===== src/rtl/fifo_stream_drain_pkg.sv =====
// fifo_stream_drain_pkg: shared word width and word type for the fifo drain
package fifo_stream_drain_pkg;
  localparam int DW = 32;
  typedef logic [DW-1:0] word_t;
endpackage


===== src/rtl/fifo_stream_drain_if.sv =====
// fifo_stream_drain_if: valid/ready word stream
interface fifo_stream_drain_if;
  import fifo_stream_drain_pkg::*;
  logic valid;
  logic ready;
  word_t data;
  modport master(output valid, data, input ready);
  modport slave(input valid, data, output ready);
endinterface


===== src/rtl/fifo_stream_drain_skid_buf.sv =====
// fifo_stream_drain_skid_buf: 2-entry circular buffer absorbing the fifo read latency
module fifo_stream_drain_skid_buf
  import fifo_stream_drain_pkg::*;
(
  input  logic       clk,
  input  logic       rst,
  input  logic       clear,
  input  logic       wr_en,
  input  word_t      wr_data,
  input  logic       rd_en,
  output word_t      rd_data,
  output logic [1:0] occ
);
  word_t mem [2];
  logic head, tail;
  always_ff @(posedge clk) begin
    if (rst || clear) begin
      occ  <= '0;
      head <= 1'b0;
      tail <= 1'b0;
    end else begin
      occ  <= occ + {1'b0, wr_en} - {1'b0, rd_en};
      head <= head ^ rd_en;
      tail <= tail ^ wr_en;
    end
  end
  always_ff @(posedge clk)
    if (wr_en) mem[tail] <= wr_data;
  // Empty buffer shows zero so the stream data is defined out of reset
  always_comb rd_data = (occ != 2'd0) ? mem[head] : '0;
endmodule


===== src/rtl/fifo_stream_drain.sv =====
// fifo_stream_drain: pops a latency-1 fifo and presents its words on a valid/ready stream
module fifo_stream_drain
  import fifo_stream_drain_pkg::*;
#(
  parameter int CW = 16
) (
  input  logic                 clk,
  input  logic                 rst,
  input  logic                 fifo_empty,
  input  word_t                fifo_dout,
  output logic                 fifo_pop,
  input  logic                 flush,
  output logic [CW-1:0]        word_cnt,
  output logic                 busy,
  fifo_stream_drain_if.master  m
);
  logic inflight, accept;
  logic [1:0] occ;
  word_t head_data;
  fifo_stream_drain_skid_buf u_buf (
    .clk     (clk),
    .rst     (rst),
    .clear   (flush),
    .wr_en   (inflight),
    .wr_data (fifo_dout),
    .rd_en   (accept),
    .rd_data (head_data),
    .occ     (occ)
  );
  // Pop only while the buffer plus the word in flight leaves room after this cycle's accept
  always_comb begin
    m.valid  = occ != 2'd0;
    m.data   = head_data;
    accept   = m.valid && m.ready;
    busy     = m.valid || inflight;
    fifo_pop = !fifo_empty && !flush && !rst &&
               ({1'b0, occ} + {2'b0, inflight} - {2'b0, accept} < 3'd2);
  end
  always_ff @(posedge clk) begin
    inflight <= !rst && fifo_pop;
    word_cnt <= rst ? '0 : word_cnt + CW'(accept);
  end
endmodule


===== src/flat_wrapper.sv =====
// flat-port wrapper written by rule: the top's interface ports become plain ports
module fifo_stream_drain_flat import fifo_stream_drain_pkg::*;
#(
  parameter int CW = 16
)
  (clk, rst, fifo_empty, fifo_dout, fifo_pop, flush, word_cnt, busy, m_valid, m_data, m_ready);
  fifo_stream_drain_if m_i ();
  input  logic clk;
  input  logic rst;
  input  logic fifo_empty;
  input  word_t fifo_dout;
  output logic fifo_pop;
  input  logic flush;
  output logic [CW-1:0] word_cnt;
  output logic busy;
  output wire logic [$bits(m_i.valid)-1:0] m_valid;
  output wire logic [$bits(m_i.data)-1:0] m_data;
  input wire logic [$bits(m_i.ready)-1:0] m_ready;
  assign m_valid = m_i.valid;
  assign m_data = m_i.data;
  assign m_i.ready = m_ready;
  fifo_stream_drain #(.CW(CW)) u_core (.clk(clk), .rst(rst), .fifo_empty(fifo_empty), .fifo_dout(fifo_dout), .fifo_pop(fifo_pop), .flush(flush), .word_cnt(word_cnt), .busy(busy), .m(m_i));
endmodule

===== config.mk =====
export PLATFORM = sky130hd
export DESIGN_NAME = fifo_stream_drain_flat
export DESIGN_NICKNAME = d
export VERILOG_FILES = /design/src/rtl/fifo_stream_drain_pkg.sv /design/src/rtl/fifo_stream_drain_if.sv /design/src/rtl/fifo_stream_drain_skid_buf.sv /design/src/rtl/fifo_stream_drain.sv /design/src/flat_wrapper.sv
export SDC_FILE = /design/constraint.sdc
export NUM_CORES = 1
export LEC_CHECK = 0
export ABC_CLOCK_PERIOD_IN_PS = 2800
export BUFFER_PORTS_ARGS = -buffer_cell sky130_fd_sc_hd__buf_2
export CAP_MARGIN = 20
export CORE_MARGIN = 4
export CORE_UTILIZATION = 40
export CTS_CLUSTER_DIAMETER = 40
export CTS_CLUSTER_SIZE = 10
export DETAILED_ROUTE_END_ITERATION = 10
export PLACE_DENSITY_LB_ADDON = 0.05
export SLEW_MARGIN = 30
export SYNTH_ARGS = -nofsm -noshare
export SYNTH_HDL_FRONTEND = slang
export SYNTH_HIERARCHICAL = 1
export SYNTH_SLANG_ARGS = --single-unit
export TNS_END_PERCENT = 100

===== constraint.sdc =====
create_clock -name clk -period 2.8 [get_ports clk]
set_input_delay 0.14 -clock clk [delete_from_list [all_inputs] [get_ports clk]]
set_output_delay 0.14 -clock clk [all_outputs]
set_load 0.01 [all_outputs]

# Word level (Yosys, flattened, before mapping)
# Memory sizes are Yosys's and may differ from the RTL's. A register that Yosys moved wholly into a read port is not among the register bits.
# Cells that the tools add are included.
totals:
  ff_bits: 21
  ramBits: 64
  in_bits: 37
  output_inout_bits: 51
  elab_cells: 29
  mem_count: 1
op_classes:
  addsub: 5
  magnitude_cmp: 1
  mux: 4
  n_bitwise: 2
  n_reduce_logical: 11
mem_list:
  columns: ["name", "depth", "word_bits", "rd", "rd_clocked_by_memory_dff", "write_ports", "line", "text"]
  rows:
  - ["u_core.u_buf.mem", 2, 32, 1, 1, 1, "fifo_stream_drain_skid_buf.sv:14", "word_t mem [2];"]
ops:
  columns: ["op", "count"]
  rows:
  - ["$mux W32", 1]
  - ["$add A16 B1 Y16", 1]
  - ["$logic_and A1 B1 Y1", 5]
  - ["$add A2 B1 Y3", 1]
  - ["$logic_not A1 Y1", 3]
  - ["$lt A3 B2 Y1 const B", 1]
  - ["$mux W1", 3]
  - ["$sub A3 B1 Y3", 1]
  - ["$add A2 B1 Y2", 1]
  - ["$logic_or A1 B1 Y1", 2]
  - ["$reduce_bool A2 Y1", 1]
  - ["$sub A2 B1 Y2", 1]
  - ["$xor A1 B1 Y1", 2]

# Depth between registers and ports, before layout
# Gate-level depths: netlist of the first run.
logic_depth:
  ltp_word: 6
  ltp_mapped: 7
  mapped_depth_nobuf: 7

# By module
# Netlist of the first run, hierarchy kept.
by_module_without_submodules:
  columns: ["module", "instances", "cells_each", "area_each_um2", "seq_area_each_um2"]
  rows:
  - ["fifo_stream_drain_skid_buf", 1, 153, 2637.5, 2001.9]
  - ["fifo_stream_drain", 1, 92, 839.6, 340.3]

# Worst setup path before layout of the first run
# No wires, ideal clock.
synth_path:
  path_kind: "reg-to-output"
  startpoint: "register u_core.u_buf.occ[1]"
  endpoint: "output fifo_pop"
  t_arrival_ps: 2266
  required_ps: 2660
  path_slack_ps: 394
  path_stages_with_launch: 8
  n_path_buf: 0
  path_cell_list: "dfxtp_1 -> or2_2 -> and2_1 -> ha_1 -> nand2b_1 -> fa_1 -> nand2b_1 -> nor4_1"
synth_via:
  elab_chain_len: 5
  elab_cells_between_ends: 6
  classes_between: "add/sub (2); order compare (1); reduce/logical (3)"
synth_rtl:
  columns: ["item", "line", "text"]
  rows:
  - ["start, declared", "fifo_stream_drain_skid_buf.sv:12", "output logic [1:0] occ"]
  - ["start signal, assigned", "fifo_stream_drain_skid_buf.sv:22", "occ <= occ + {1'b0, wr_en} - {1'b0, rd_en};"]
  - ["$reduce_bool A2 Y1", "fifo_stream_drain.sv:32", "m.valid = occ != 2'd0;"]
  - ["net m_valid", "flat_wrapper.sv:16", "output wire logic [$bits(m_i.valid)-1:0] m_valid;"]
  - ["$logic_and A1 B1 Y1", "fifo_stream_drain.sv:34", "accept = m.valid && m.ready;"]
  - ["net u_core.accept", "fifo_stream_drain.sv:17", "logic inflight, accept;"]
  - ["$sub A3 B1 Y3", "fifo_stream_drain.sv:37", "({1'b0, occ} + {2'b0, inflight} - {2'b0, accept} < 3'd2);"]
  - ["$lt A3 B2 Y1", "fifo_stream_drain.sv:37", null]
  - ["$logic_and A1 B1 Y1", "fifo_stream_drain.sv:36", "fifo_pop = !fifo_empty && !flush && !rst &&"]
  - ["end, declared", "flat_wrapper.sv:12", "output logic fifo_pop;"]
# The timed path passes the listed nets, and every way through them passes these cells.

# Worst setup path after layout of the first run
layout_path:
  startpoint: "register u_core.u_buf.occ[0]"
  endpoint: "output fifo_pop"
layout_via:
  elab_chain_len: 5
  elab_cells_between_ends: 6
  classes_between: "add/sub (2); order compare (1); reduce/logical (3)"
layout_rtl:
  columns: ["item", "line"]
  rows:
  - ["$reduce_bool A2 Y1", "fifo_stream_drain.sv:32"]
  - ["$logic_and A1 B1 Y1", "fifo_stream_drain.sv:34"]
  - ["net u_core.accept", "fifo_stream_drain.sv:17"]
  - ["$sub A3 B1 Y3", "fifo_stream_drain.sv:37"]
  - ["$lt A3 B2 Y1", "fifo_stream_drain.sv:37"]
  - ["$logic_and A1 B1 Y1", "fifo_stream_drain.sv:36"]
# The timed path passes the listed nets, and every way through them passes these cells.

==> flow_summary.toml, run 1 <==
[finish]
layout.nets = 426
fin_util = 0.551
stdcell_count = 491
area_delta_synth_final_pct = 32.2
drive_gt1_frac = 0.339
n_antenna_cell = 0

[synth]
synth_top_cell_by_area = "edfxtp_1"
async_flop_share = 0
yosysWarnings = 6
ys_seq_area_frac = 0.674
ys_seq_elements = 85
syn_inst = 245
yosysMostFrequentCell = "edfxtp_1"
syn_nets = 290
synth_edf_count = 64
synthesis.area_sq_mm = 0.00348
yosys-top-cells-count = "edfxtp_1, nor2_1, mux2i_1"
avgSynthCellArea_sq_um = 14.2
yosysTopAreaCellShare = 0.553
synthFlopType = "edfxtp_1"
ys_types = 35
synthTopCellsByArea = "edfxtp_1, dfxtp_1, mux2i_1"

[routing]
dr.pass1.iters = 4
drt_iter0_markers = 23
post_drt_via_cell_ratio = 4.66
ant_nets = 0
vias = 2288
wl_mm = 6.72
routedWlPerCell_microns = 13.7
drcViolationCount = 0

[sta]
slew_headroom = 0.516
tightest_slew_ps = 725
hold_viol_final = 0
clock_skew_ps = 7.57
finalSetupTns_ps = 0
setup_viol = 0
period_share = 0.939
maxSlewViolCount = 0
fmax_mhz = 380
setup_slack_ps = 170
hold_ws_ps = 30.9
period_needed_ps = 2630
grt_setup_unrepaired = "false"

[pwr]
vdd_drop_max_uv = 227
p_leak_nw = 1.81
power_density_mw_per_mm2 = 493

[grt]
grtUsageTotal = 0.135
grt_pass1_wl_mm = 10.6
overflow = 0
antenna_found_initial = 0
first_global_vias = 2247
grt_max_degree = 33

[setup_path]
rr_startpoint = "u_core/u_buf/occ[1]"
crit_fanout = 5
critPathLaunch = "u_core/u_buf/occ[0]"
r2r_cells = 9
crit_path_max_incr_delay_ps = 470
slowest_stage = "fa_1"
required_ps = 2660
reg2reg_to = "u_core/word_cnt[14]"
end_kind = "output pin"
crit_chain = "or2_4, and2_4, ha_1, nand2b_4, fa_1, nand2b_1, nor4_2, buf_2"
cp.arrival_ps = 2490
rrSetupSlack_ps = 490
crit_type = "flip-flop to output pin"
cp-start-kind = "flip-flop"

[clock_tree]
h-tree-depth = 3
cts_tree = "built"
cts_sinks = 85
cts_root_buf = "clkbuf_8"
clkLatencyLatePin_ps = 330
path_clk_slew_ps = 80
numCtsBuffers = 9
cts_buffer_depth = 2

[floorplanning]
fp.coreArea_sq_mm = 0.00834
start_util = 0.417
io_pins = 88
die_h_microns = 101
dieWidth_microns = 101
die_area_sq_mm = 0.0102
rows = 33

[hold_path]
min_path_cells = 2
hold_path.class = "input port to flip-flop"
hold_end = "u_core/u_buf/occ[1]"
min_from = "flush"

[placement]
gpl.final_weighted_congestion = 0.757
place_hpwl_mm = 4.42
dp_slack_ps = 336
dp_cells = 434
io_buffers = 87

[outcome]
status = "completed"

[run]
drv_cap = 0
state kept, by name, indices dropped and copies added (netlist names):
register           count
u_core/u_buf/head      1
u_core/u_buf/tail      1
u_core/inflight        1
u_core/u_buf/occ       2
u_core/u_buf/mem      64
u_core/word_cnt       16
metrics by stage:
stage	instance area, sq um	power [W]
after floorplan	3480	0.00147
after global placement	4010	0.00153
after detailed placement	4010	0.00153
after CTS	4520	0.00230
after global routing	4600	0.00237
final	4600	0.00227
cell usage in the layout, fill, tap and decap left out, types with 2 or more instances in the layout:
cell           netlist  final
dfxtp_4              0      2
nand3_1              4      4
nor4_1               6      5
nor2_1              41     40
ha_1                 7      7
inv_1                7      7
nor2b_1              5      5
dfxtp_1             21     18
buf_2                3     87
o31ai_1              4      4
mux2i_1             32     32
xnor2_1              2      2
nand2_1              3      3
nor3_1               2      2
or3_1                3      3
nand4_2              2      2
clkbuf_8             0      9
buf_4                0     14
clkinv_1             0      3
edfxtp_1            64     64
o21ai_0              3      3
nand4_1              2      2
xor2_1               3      3
mux2_2               4      4
a21oi_1              7      7
or4_1                4      4
dlygate4sd3_1        0     33
worst max-delay path by stage:
stage / end / slack (ps) / cells after the start
after floorplan: fifo_pop / 390 / 7
after global placement: fifo_pop / 390 / 8
after detailed placement: fifo_pop / 340 / 8
after CTS: fifo_pop / 5 / 8
after global routing: fifo_pop / 30 / 8
final: fifo_pop / 170 / 8
cell type report:
class / count / area [sq um]
repair buffers: 134 / 871
clock inverters: 7 / 41.3
inverters: 7 / 26.3
clock buffers: 9 / 124
multi-input cells: 144 / 1050
flip-flops and latches: 85 / 2350
well taps: 105 / 131
fillers: 753 / 3740
timing repair:
| item | in CTS | in global routing |
|---|---|---|
| buffers inserted | 0 | 8 |
| hold buffers | 33 | 0 |
| pin swaps | 0 | 2 |
| endpoints found under the setup margin | 1 | 1 |
| endpoints found under the hold margin | 65 | 0 |
| gates resized for setup | 2 | 7 |
cell families after synthesis:
logic type                 after synthesis  synth area share
AOI/OAI and AO/OA                       14            0.0230
xor gates and xnor gates                 6            0.0191
adders and majority gates                8            0.0309
buffers and inverters                   16            0.0302
DFF                                     85             0.674
muxes                                   36             0.105
and+or+nand+nor                         80             0.118
layer usage:
metal / wire length, microns / vias to the layer above / track usage
met5: 0 / - / 0
met4: 89 / 0 / 0.0521
met3: 309 / 8 / 0.0296
met2: 3500 / 53 / 0.236
met1: 2820 / 1059 / 0.162
li1: - / 1168 / -
power breakdown:
group | internal, W | switching (W)
clock | 0.000316 | 0.000407
sequential | 0.00137 | 0.00000783
combinational | 0.0000866 | 0.0000742
total | 0.00178 | 0.000489
worst max-delay path: cells and delay by family, from the launching register on:
kind	cells	cell delay, ps
fa+ha+maj	2	750
flops	1	360
simple gates	5	880
buf+inv	1	170
No activity file was read; power rests on OpenSTA's default activity.
==> run 2: changes to the inputs <==
Settings changed: ABC_CLOCK_PERIOD_IN_PS 2800 to 2900.
Clock period 2.8 ns to 2.9 ns, I/O delays scaled along.
==> run 2 against run 1 <==
- combinational power shrank 9%
- power grew 7.9%
- cell count shrank 1.8%
- worst hold slack gained 11 ps
- worst setup slack gained 1.5 ps
- non-clock buffer count shrank 8
- cell area shrank 0.30%
- count of clock-buffer cells in the layout is the same
- sequential cell count is the same
- core utilization shrank 0.16 points
- sequential power shrank 3%
- critical path type unchanged
- critical endpoint unchanged
- largest cell class unchanged
==> flow_summary.toml, run 2 (synthesis results as in run 1) <==
[clock_tree]
h-tree-depth = 3
numCtsBuffers = 9
postCtsSetupBuffers = 0
clkLatencyLatePin_ps = 340
cts_tree = "built"
cts_root_buf = "clkbuf_8"
cts_buffer_depth = 2
path_clk_slew_ps = 80
cts_sinks = 85

[grt]
grt_max_degree = 33
antenna_found_initial = 0
first_global_vias = 2270
overflow = 0
grt_pass1_wl_mm = 10.7
grtUsageTotal = 0.136

[floorplanning]
die_area_sq_mm = 0.0102
start_util = 0.417
fp.coreArea_sq_mm = 0.00834
rows = 33
dieWidth_microns = 101
io_pins = 88
die_h_microns = 101

[setup_path]
crit_fanout = 5
required_ps = 2760
critPathLaunch = "u_core/u_buf/occ[0]"
rrSetupSlack_ps = 570
reg2reg_to = "u_core/word_cnt[14]"
crit_end = "fifo_pop"
cp.arrival_ps = 2580
crit_type = "flip-flop to output pin"
end_kind = "output pin"
rr_startpoint = "u_core/u_buf/occ[0]"
cp-start-kind = "flip-flop"
r2r_cells = 7

[sta]
slew_headroom = 0.507
finalSetupTns_ps = 0
grt_setup_unrepaired = "false"
hold_viol_final = 0
tightest_slew_ps = 739
maxSlewViolCount = 0
period_needed_ps = 2730
setup_viol = 0
clock_skew_ps = 9.25
period_share = 0.941
fmax_mhz = 366

[routing]
drcViolationCount = 0
routedWlPerCell_microns = 14.0
post_drt_via_cell_ratio = 4.80
vias = 2315
ant_nets = 0
dr.pass1.iters = 4
wl_mm = 6.75
drt_iter0_markers = 20

[placement]
io_buffers = 87
dp_cells = 434
dpl_cell_area_sq_mm = 0.00401
gpl.final_weighted_congestion = 0.754
place_hpwl_mm = 4.57

[finish]
top_regs = "u_core/u_buf/mem (64), u_core/word_cnt (16), u_core/u_buf/occ (2)"
area_delta_synth_final_pct = 31.8
fin_area_sq_mm = 0.00458
drive_gt1_frac = 0.321
n_antenna_cell = 0
largest_register_ffs = 64
final_common_cell = "buf_2"
most-common-layout-cells = "buf_2, edfxtp_1, nor2_1"
stdcell_count = 482
n_fill_cell = 779
max_flop_register = "u_core/u_buf/mem"
layout.nets = 418

[pwr]
p_leak_nw = 1.79
vdd_drop_max_uv = 236
power_density_mw_per_mm2 = 534

[outcome]
status = "completed"

[hold_path]
hold_path.class = "input port to flip-flop"

[run]
drv_cap = 0
==> run 2: layer usage <==
metal / vias to the layer above / routed length (microns) / GRT usage
met4: 0 / 126 / 0.0583
met1: 1097 / 2800 / 0.164
met3: 12 / 361 / 0.0317
met5: - / 0 / 0
li1: 1149 / - / -
met2: 57 / 3460 / 0.233
==> run 2: worst min path at each step <==
stage / start / end / depth (start not counted)
2_1_floorplan: flush / u_core/u_buf/occ[1] / 1
3_3_place_gp: fifo_empty / u_core/inflight / 2
3_5_place_dp: fifo_empty / u_core/inflight / 2
4_1_cts: fifo_dout[26] / u_core/u_buf/mem[1][26] / 1
5_1_grt: flush / u_core/u_buf/occ[1] / 2
6_report: flush / u_core/u_buf/occ[1] / 2
==> run 2: metrics by stage <==
step                      utilization  total power (W)  hold slack [ps]  setup WS (ps)
final                           0.549          0.00244             41.5            171
after global routing            0.549          0.00255             36.5           22.9
after CTS                       0.548          0.00248             4.78            105
after detailed placement        0.481          0.00148              333            487
after global placement          0.481          0.00148              333            498
after floorplan                     -          0.00142              214            489
==> run 2: timing repair <==
action,in CTS,in global routing
hold buffers,32,1
endpoints found under the hold margin,63,2
resized for setup,0,1
setup endpoints to repair,0,1
==> run 2: cell type report <==
cell class | count | area (sq um) | area share
sequential | 85 | 2340 | 0.512
multi-input combinational | 144 | 1030 | 0.225
timing repair buffer | 126 | 811 | 0.177
tap | 105 | 131 | 0.0287
clock buffer | 9 | 124 | 0.0270
clock inverter | 6 | 113 | 0.0246
inverter | 7 | 26.3 | 0.00573
==> run 2: worst max-delay path, cell delays in order (launching register included) <==
cell      delay, ps
dfxtp_1         350
or2_2           320
and2_1          220
ha_1            290
nand2b_1        150
fa_1            480
nand2b_1         70
nor4_1          200
buf_2           170
==> run 2: power by group <==
part | leakage (nW) | total (W) | internal, W | switching [W]
Combinational | 0.920 | 0.000147 | 0.0000777 | 0.0000692
Sequential | 0.751 | 0.00134 | 0.00133 | 0.00000754
Clock | 0.119 | 0.000962 | 0.000569 | 0.000394
==> run 3: changes to the inputs <==
Settings changed: CORE_ASPECT_RATIO set to 0.6, SLEW_MARGIN 30 to 25.
==> run 3 against run 2 <==
- register-to-register slack about the same
- wire length is 3.8% higher
- sequential power is essentially flat
==> flow_summary.toml, run 3 (synthesis results as in run 1) <==
[outcome]
status = "completed"

[routing]
routedWlPerCell_microns = 14.7
drt_iter0_markers = 124
drcViolationCount = 0
ant_nets = 0
vias = 2266
dr.pass1.iters = 4
wl_mm = 7.01
post_drt_via_cell_ratio = 4.76

[sta]
hold_ws_ps = 14.1
grt_setup_unrepaired = "false"
tightest_slew_ps = 849
hold_viol_final = 0
clock_skew_ps = 6.06
maxSlewViolCount = 0
period_needed_ps = 2740
finalSetupTns_ps = 0
fmax_mhz = 365
setup_viol = 0
period_share = 0.945
slew_headroom = 0.434

[finish]
max_flop_register = "u_core/u_buf/mem"
multi_input_area_sq_mm = 0.00104
n_fill_cell = 767
layout.area.seq_sq_mm = 0.00234
drive_gt1_frac = 0.319
area_delta_synth_final_pct = 29.0
layout.nets = 404
n_antenna_cell = 0
largest_register_ffs = 64
most-common-layout-cells = "buf_2, edfxtp_1, nor2_1"
final_common_cell = "buf_2"
top_regs = "u_core/u_buf/mem (64), u_core/word_cnt (16), u_core/u_buf/occ (2)"

[setup_path]
required_ps = 2760
crit_path_max_incr_delay_ps = 490
end_kind = "output pin"
crit_type = "flip-flop to output pin"
cp-start-kind = "flip-flop"
cp.arrival_ps = 2600
crit_chain = "or2_2, and2_1, ha_1, nand2b_1, fa_1, nand2b_1, nor4_1, buf_2"
path_common_cell = "nand2b_1"
slowest_stage = "fa_1"
crit_fanout = 5

[hold_path]
hold_path.class = "input port to flip-flop"

[clock_tree]
cts_root_buf = "clkbuf_16"
numCtsBuffers = 9
postCtsSetupBuffers = 0
path_clk_slew_ps = 60
cts_sinks = 85
cts_tree = "built"
cts_buffer_depth = 2
h-tree-depth = 3
clkLatencyLatePin_ps = 330

[floorplanning]
io_pins = 88
rows = 26
dieWidth_microns = 128
fp.coreArea_sq_mm = 0.00849
start_util = 0.410
die_area_sq_mm = 0.0103
die_h_microns = 80.2

[placement]
place_hpwl_mm = 4.64
io_buffers = 87
gpl.final_weighted_congestion = 0.748

[run]
drv_cap = 0

[pwr]
vdd_drop_max_uv = 342
power_density_mw_per_mm2 = 549
p_leak_nw = 1.72

[grt]
overflow = 0
grt_pass1_wl_mm = 10.8
grtUsageTotal = 0.139
antenna_found_initial = 0
grt_max_degree = 33
first_global_vias = 2133
==> run 3: worst paths after layout <==
kind / cells after the start / to / slack (ps) / start
max: 8 / fifo_pop / 160 / u_core/u_buf/occ[0]
min: 1 / u_core/u_buf/mem[0][25] / 10 / fifo_dout[25]
max reg2reg: 7 / u_core/word_cnt[14] / 570 / u_core/u_buf/occ[1]
min reg2reg: 2 / u_core/word_cnt[12] / 500 / u_core/word_cnt[12]
==> run 3: metal layers <==
layer / share of wire / global-route usage
met5: 0 / 0
met4: 0.011 / 0.0477
met3: 0.069 / 0.0439
met2: 0.44 / 0.208
met1: 0.48 / 0.191
==> run 3: through the flow <==
stage / utilization / total power [W] / setup WS (ps) / std cells / area (sq um)
2_1_floorplan: - / 0.00142 / 489 / 245 / 3480
3_3_place_gp: 0.472 / 0.00148 / 485 / 438 / 4010
3_5_place_dp: 0.472 / 0.00148 / 449 / 438 / 4010
4_1_cts: 0.528 / 0.00251 / 78.5 / 476 / 4480
5_1_grt: 0.528 / 0.00258 / 23.3 / 476 / 4490
6_report: 0.528 / 0.00246 / 158 / 476 / 4490
==> run 3: report_power, final <==
part | switching [W] | internal, W
combinational | 0.0000691 | 0.0000673
clock | 0.000419 | 0.000567
sequential | 0.00000766 | 0.00133
==> run 3: layout make-up <==
cell class	instances	share of cell area
timing repair buffer	112	0.151
multi-input combinational	144	0.231
clock buffer	10	0.0510
inverter	7	0.00586
sequential	85	0.523
tap	112	0.0312
clock inverter	6	0.00669
==> run 3: timing repair <==
action                     CTS  global route
setup endpoints to repair    0             1
hold endpoints to repair    43             0
hold buffers                22             0
resized for setup            0             1
==> run 3: worst max-delay path: cells and delay by family (launching register included) <==
family	cells	cell delay, ps
AND/OR/NAND/NOR	5	970
flip-flops	1	340
buffers and inverters	1	170
adder cells (fa/ha/maj)	2	780
